$ cat config.mk
export PLATFORM = sky130hd
export DESIGN_NAME = branch_predictor_gshare_ckpt
export DESIGN_NICKNAME = d
export VERILOG_FILES = /design/src/rtl/mips_core_pkg.sv /design/src/rtl/bp_counter_table.sv /design/src/rtl/branch_predictor_gshare_ckpt.sv
export SDC_FILE = /design/constraint.sdc
export NUM_CORES = 2
export LEC_CHECK = 0
export ABC_AREA = 1
export BUFFER_PORTS_ARGS = -buffer_cell sky130_fd_sc_hd__buf_2
export CAP_MARGIN = 20
export CORE_MARGIN = 2
export CORE_UTILIZATION = 44
export CTS_BUF_LIST = sky130_fd_sc_hd__clkbuf_4
export CTS_CLUSTER_DIAMETER = 100
export DETAILED_ROUTE_END_ITERATION = 8
export GPL_TIMING_DRIVEN = 1
export SLEW_MARGIN = 40
export SYNTH_ARGS = -nofsm -noshare
export SYNTH_HDL_FRONTEND = slang
export SYNTH_SLANG_ARGS = --single-unit
$ cat constraint.sdc
create_clock -name clk -period 36 [get_ports clk]
set_clock_uncertainty 0.05 [all_clocks]
set_input_delay 7.2 -clock clk [delete_from_list [all_inputs] [get_ports clk]]
set_output_delay 7.2 -clock clk [all_outputs]
set_load 0.05 [all_outputs]
$ cat src/rtl/mips_core_pkg.sv
// Shared core types for the branch predictor: outcome encoding, predictor
// FSM state and the 2-bit saturating counter update rule.
package mips_core_pkg;

    typedef enum logic {
        NOT_TAKEN = 1'b0,
        TAKEN     = 1'b1
    } BranchOutcome;

    typedef enum logic {
        BP_INIT  = 1'b0,
        BP_READY = 1'b1
    } bp_state_e;

    // Two-bit saturating counter: TAKEN counts up to 11, NOT_TAKEN down to 00.
    function automatic logic [1:0] sat2_update(input logic [1:0] ctr, input BranchOutcome outcome);
        if (outcome == TAKEN) begin
            return (ctr == 2'b11) ? ctr : ctr + 2'd1;
        end
        return (ctr == 2'b00) ? ctr : ctr - 2'd1;
    endfunction

endpackage

$ cat src/rtl/bp_counter_table.sv
// Pattern history table: 2**IDX_W two-bit counters, one combinational read
// port and one write port. The write port either loads CTR_INIT (init sweep)
// or applies a saturating update to the addressed counter (training).
module bp_counter_table
    import mips_core_pkg::*;
#(
    parameter int          IDX_W    = 10,
    parameter logic [1:0]  CTR_INIT = 2'b01
) (
    input  logic             clk,
    input  logic [IDX_W-1:0] rd_idx,
    output logic [1:0]       rd_ctr,
    input  logic             wr_en,
    input  logic             wr_init,
    input  logic [IDX_W-1:0] wr_idx,
    input  BranchOutcome     wr_outcome
);

    localparam int TABLE_SIZE = 1 << IDX_W;

    logic [1:0] ctr_mem [TABLE_SIZE];

    assign rd_ctr = ctr_mem[rd_idx];

    // Counter storage; contents are meaningless until the init sweep has run.
    always_ff @(posedge clk) begin
        if (wr_en) begin
            ctr_mem[wr_idx] <= wr_init ? CTR_INIT : sat2_update(ctr_mem[wr_idx], wr_outcome);
        end
    end

endmodule

$ cat src/rtl/branch_predictor_gshare_ckpt.sv
// Gshare direction predictor with speculative global history, per-prediction
// history checkpoints, mispredict repair and a sequential table-init sweep.
// Optional feature macro: BP_STATS_EN adds saturating branch/mispredict counters.
//
// state    | meaning
// BP_INIT  | sweeping CTR_INIT into every counter; requests/feedback ignored
// BP_READY | predicting, training and tracking history
module branch_predictor_gshare_ckpt
    import mips_core_pkg::*;
#(
    parameter int         ADDR_W   = 32,
    parameter int         IDX_W    = 10,
    parameter int         HIST_W   = 10,
    parameter logic [1:0] CTR_INIT = 2'b01
) (
    input  logic              clk,
    input  logic              rst_n,
    output logic              o_ready,
`ifdef BP_STATS_EN
    output logic [31:0]       o_stat_branches,
    output logic [31:0]       o_stat_mispredicts,
`endif
    input  logic              i_req_valid,
    input  logic [ADDR_W-1:0] i_req_pc,
    output BranchOutcome      o_req_prediction,
    output logic [HIST_W-1:0] o_req_ckpt,
    input  logic              i_fb_valid,
    input  logic [ADDR_W-1:0] i_fb_pc,
    input  logic [HIST_W-1:0] i_fb_ckpt,
    input  BranchOutcome      i_fb_prediction,
    input  BranchOutcome      i_fb_outcome
);

    bp_state_e         state_q, state_d;
    logic [IDX_W-1:0]  init_idx_q;
    logic [HIST_W-1:0] ghr_q, ghr_d;

    logic [IDX_W-1:0]  req_idx, fb_idx, wr_idx;
    logic [1:0]        req_ctr;
    logic              wr_en, wr_init;
    logic              fb_act, repair, pred_taken;

    function automatic logic [IDX_W-1:0] bp_hash(input logic [ADDR_W-1:0] pc, input logic [HIST_W-1:0] h);
        return pc[IDX_W+1:2] ^ IDX_W'(h);
    endfunction

    wire unused_pc_bits = ^{i_req_pc[1:0], i_req_pc[ADDR_W-1:IDX_W+2],
                            i_fb_pc[1:0], i_fb_pc[ADDR_W-1:IDX_W+2]};

    assign req_idx    = bp_hash(i_req_pc, ghr_q);
    assign fb_idx     = bp_hash(i_fb_pc, i_fb_ckpt);
    assign pred_taken = o_ready && req_ctr[1];
    assign fb_act     = o_ready && i_fb_valid;
    assign repair     = fb_act && (i_fb_prediction != i_fb_outcome);

    // Write port shared between the init sweep and training.
    assign wr_init = (state_q == BP_INIT);
    assign wr_en   = wr_init || fb_act;
    assign wr_idx  = wr_init ? init_idx_q : fb_idx;

    bp_counter_table #(
        .IDX_W    (IDX_W),
        .CTR_INIT (CTR_INIT)
    ) u_table (
        .clk        (clk),
        .rd_idx     (req_idx),
        .rd_ctr     (req_ctr),
        .wr_en      (wr_en),
        .wr_init    (wr_init),
        .wr_idx     (wr_idx),
        .wr_outcome (i_fb_outcome)
    );

    // FSM state register.
    always_ff @(posedge clk or negedge rst_n) begin
        if (!rst_n) state_q <= BP_INIT;
        else        state_q <= state_d;
    end

    // Next state and request-side outputs; the sweep ends after the all-ones index.
    always_comb begin
        state_d          = state_q;
        o_ready          = 1'b0;
        o_req_prediction = NOT_TAKEN;
        o_req_ckpt       = '0;
        case (state_q)
            BP_INIT: begin
                if (init_idx_q == '1) state_d = BP_READY;
            end
            BP_READY: begin
                o_ready          = 1'b1;
                o_req_prediction = req_ctr[1] ? TAKEN : NOT_TAKEN;
                o_req_ckpt       = ghr_q;
            end
            default: state_d = BP_INIT;
        endcase
    end

    // Sweep index; wraps to zero on the final write and then holds.
    always_ff @(posedge clk or negedge rst_n) begin
        if (!rst_n)                  init_idx_q <= '0;
        else if (state_q == BP_INIT) init_idx_q <= init_idx_q + 1'b1;
    end

    // History: repair from the checkpoint beats the speculative shift of a request
    // on the flushed path. The truncating cast drops the oldest bit (or all of
    // them when HIST_W is 1).
    always_comb begin
        ghr_d = ghr_q;
        if (repair) begin
            ghr_d = HIST_W'({i_fb_ckpt, i_fb_outcome == TAKEN});
        end else if (o_ready && i_req_valid) begin
            ghr_d = HIST_W'({ghr_q, pred_taken});
        end
    end

    // Global history register.
    always_ff @(posedge clk or negedge rst_n) begin
        if (!rst_n) ghr_q <= '0;
        else        ghr_q <= ghr_d;
    end

`ifdef BP_STATS_EN
    // Saturating feedback and mispredict counters.
    always_ff @(posedge clk or negedge rst_n) begin
        if (!rst_n) begin
            o_stat_branches    <= '0;
            o_stat_mispredicts <= '0;
        end else begin
            if (fb_act && o_stat_branches != 32'hFFFF_FFFF) begin
                o_stat_branches <= o_stat_branches + 32'd1;
            end
            if (repair && o_stat_mispredicts != 32'hFFFF_FFFF) begin
                o_stat_mispredicts <= o_stat_mispredicts + 32'd1;
            end
        end
    end
`endif

endmodule

==> summary.txt <==
Outcome
  – Status: finished clean

Synthesis
  – Post-Synthesis Cells: 11170
  – Synth top cells by count: nand2_1, nand3_1, edfxtp_1
  – Post-synthesis sequential area ratio: 61.51%
  – Synth async-reset ratio: 1.015%
  – Post-Synth Simple-Gate Area: 29.59%
  – Synth Cell Area: 0.1008 mm2
  – Syn nets: 11250
  – Synth warn: 0
  – Yosys cell types: 35
  – Synth Area in XOR/XNOR: 0.1824%
  – Count leader, synth: nand2_1
  – Ys flop type: edfxtp_1
  – Leading area contributor after synthesis: edfxtp_1
  – Synth top area cells: edfxtp_1, nand2_1, nand3_1
  – Mean Syn Cell Area: 9.025 um2
  – Largest family of logic cells by synthesized area: simple AND/OR/NAND/NOR gates
  – Mux cell area share after synthesis: 0%
  – Post-synth top area share: 60.99%
  – Post-Synth Adder-Cell Area: 0.01241%
  – FF+latch count, synth: 2069
  – Post-synth EDFFs: 2048
  – Synth Area in Compound Gates: 3.167%

Setup path
  – Worst setup startpoint: i_req_pc[2]
  – Top Family by Delay on Critical Path: simple AND/OR/NAND/NOR gates
  – CP required: 28.75 ns
  – CP arrival: 12.88 ns
  – Slowest CP cell: buf_4
  – CP Cell Sequence: buf_2 -> inv_1 -> nand2_1 -> nand2_4 -> buf_12 -> buf_4 -> buf_4 -> nand2_1 -> nand3_1 -> nand3_1 -> nand3_1 -> nand3_1 -> nand3_1 -> nand3_1 -> nand3_1 -> nand3_1 -> nand3b_1 -> nand2_1 -> nor2_1 -> buf_2
  – Setup CP Type: input pin to output port
  – Most used cell, CP: nand3_1
  – Crit Reg-Reg Startpoint: state_q$_DFF_PN0_
  – Largest stage delay, worst path: 0.82 ns
  – Critical-path maximum fanout: 111
  – CP endpoint kind: output port
  – WP buf/inv: 6
  – Startpoint types: input pin

Floorplanning
  – Die height: 482.7 um
  – Initial core utilization: 44.28%
  – Die area: 0.2330 mm2
  – Row count: 175
  – CORE AREA: 0.2277 mm2
  – I/O Pins: 92
  – Die W: 482.7 um

Clock network
  – Root Buffer: clkbuf_4
  – Clock latency on the worst-skew pair: 1.44 ns
  – Clk buf depth: 4
  – PostCTS Resize Cnt: 0
  – CTS Buf Count: 563
  – CTS Hold Bufs: 0
  – H-tree Lvls: 6
  – Worst-path clk slew: 0.06 ns
  – Clock sink total: 2069
  – Setup Fix Bufs, Post-CTS: 0
  – CTS tree: built

STA
  – Final Max Slew Viols: 0
  – Slew Limit Headroom: 35.87%
  – F_max: 49.67 MHz
  – Worst Tran Pin Value: 0.9619 ns
  – Unrepaired setup endpoints after global routing: false
  – Hold WS: 0.4226 ns
  – Tcrit/Tclk final: 55.93%
  – Setup_tns: 0 ns
  – Final setup viols: 0
  – Hold Vio Cnt, Final: 0
  – Final min period: 20.13 ns

Power
  – Max rail drop VDD: 37.14 uV
  – Psw: 1.101 mW
  – PwrDens: 43.72 mW/mm2
  – Clock share of power: 42.8%
  – Leakage: 40.89 nW
  – P_int: 3.720 mW
  – Sw Share: 22.83%
  – Logic gate share of total power: 3.1%
  – Sequential power share: 54.0%

Global route
  – Congestion Overflow GR: 0
  – All-Layer GR Usage: 30.60%
  – Antenna violations before repair: 8
  – First-pass GRT wire length: 527800 um
  – Largest net degree at the start of global routing: 185
  – Vias in the first global route: 82230

Routing
  – Final wirelength: 365100 um
  – Mean number of vias per cell: 5.944
  – Antenna Nets Post-Route: 0
  – DR pass1 iterations: 9
  – Avg WL per Cell: 25.28 um
  – DRT iter0 DRCs: 12230
  – Vias: 85830
  – DR DRC count: 0

Place
  – Port buffer count: 47
  – Post-DP HPWL: 181600 um
  – Cell Area, Placed: 0.1034 mm2
  – GPL Wtd Cong: 0.8725

Layout
  – Final nets: 11150
  – Area Growth Syn to Fin: 9.336%
  – Share of cells above drive strength 1: 9.982%
  – Final non-filler cell area: 0.1103 mm2

Flow run
  – Max-Cap Viols: 0

Min path
  – Hold Path Class: register to register
  – Hold_sp: init_idx_q[4]$_DFFE_PN0N_
-- per-layer routing --
metal,wire length (um),vias to the layer above,GRT usage (%)
met5,16,-,0
met4,21160,2,17.55
met3,46230,1142,7.243
met2,161900,5992,47.31
met1,135700,40830,39.49
li1,-,37870,-
-- registers in the layout, indices dropped and copies added (netlist names) --
signal / cells
state_q: 1
init_idx_q: 10
ghr_q: 10
u_table.ctr_mem: 2048
-- metrics by stage --
stage | util, % | setup slack (ns) | power, mW | std cells
3_5_place_dp | 45.42 | 16.17 | 2.799 | 13510
6_report | 48.42 | 15.87 | 4.820 | 14440
2_1_floorplan | - | 9.474 | 2.740 | 11170
5_1_grt | 48.41 | 15.73 | 4.969 | 14430
3_3_place_gp | 45.26 | 16.17 | 2.798 | 13500
4_1_cts | 48.37 | 16.16 | 4.836 | 14430
-- power by group through the flow --
stage	Combinational (mW)	Sequential [mW]	Clock (mW)
after floorplan	0.0830	2.66	0
after detailed placement	0.142	2.66	0
after global placement	0.142	2.66	0
after global routing	0.156	2.60	2.21
after CTS	0.143	2.61	2.09
final	0.150	2.61	2.07
-- layout by cell type, fill, tap and decap left out, types with 9 or more instances in the layout --
cell	netlist	layout
nand2_1	3311	3268
nand3_1	2343	2342
edfxtp_1	2048	2048
nor2_1	1352	1339
clkbuf_4	0	807
inv_1	469	458
o21ai_0	352	352
a21oi_1	182	181
buf_4	41	113
clkinv_1	2	90
o21ai_1	71	71
nand3b_1	63	63
buf_2	179	47
buf_12	0	31
dfrtp_1	21	21
nand2_4	0	20
buf_6	11	19
inv_2	3	18
nand2_8	0	15
nor2_4	0	12
nor4_1	11	11
clkinv_2	0	11
diode_2	0	9
nand2_2	1	9
-- area by class of cell --
cell class	count	area, um2
fill	21350	117500
tap	3009	3765
clock inverter	114	651.9
clock buffer	807	6058
multi-input combinational	7739	33840
sequential	2069	62020
timing repair buffer	218	2097
inverter	474	1797
antenna	9	22.52
-- final timing paths --
check,slack [ns],cells after the start,to
min in group asynchronous,5.72,1,ghr_q[5]$_DFFE_PN0P_
worst max-delay path,15.87,20,o_req_prediction
worst min-delay path,0.42,1,init_idx_q[4]$_DFFE_PN0N_
worst min register to register,0.42,1,init_idx_q[4]$_DFFE_PN0N_
worst max register to register,25.43,27,u_table.ctr_mem[589][1]$_DFFE_PP_
max in group asynchronous,29.83,1,ghr_q[6]$_DFFE_PN0P_
-- cell families (layout without fill, tap and decap cells) --
family,Yosys count,after routing
flip-flops,2069,2069
other,0,9
buffers and inverters,1365,1613
AND/OR/NAND/NOR,7091,7091
adder cells (fa/ha/maj),1,1
XOR/XNOR,21,21
AO/OA/AOI/OAI,626,626
No activity file was read; power rests on OpenSTA's default activity.
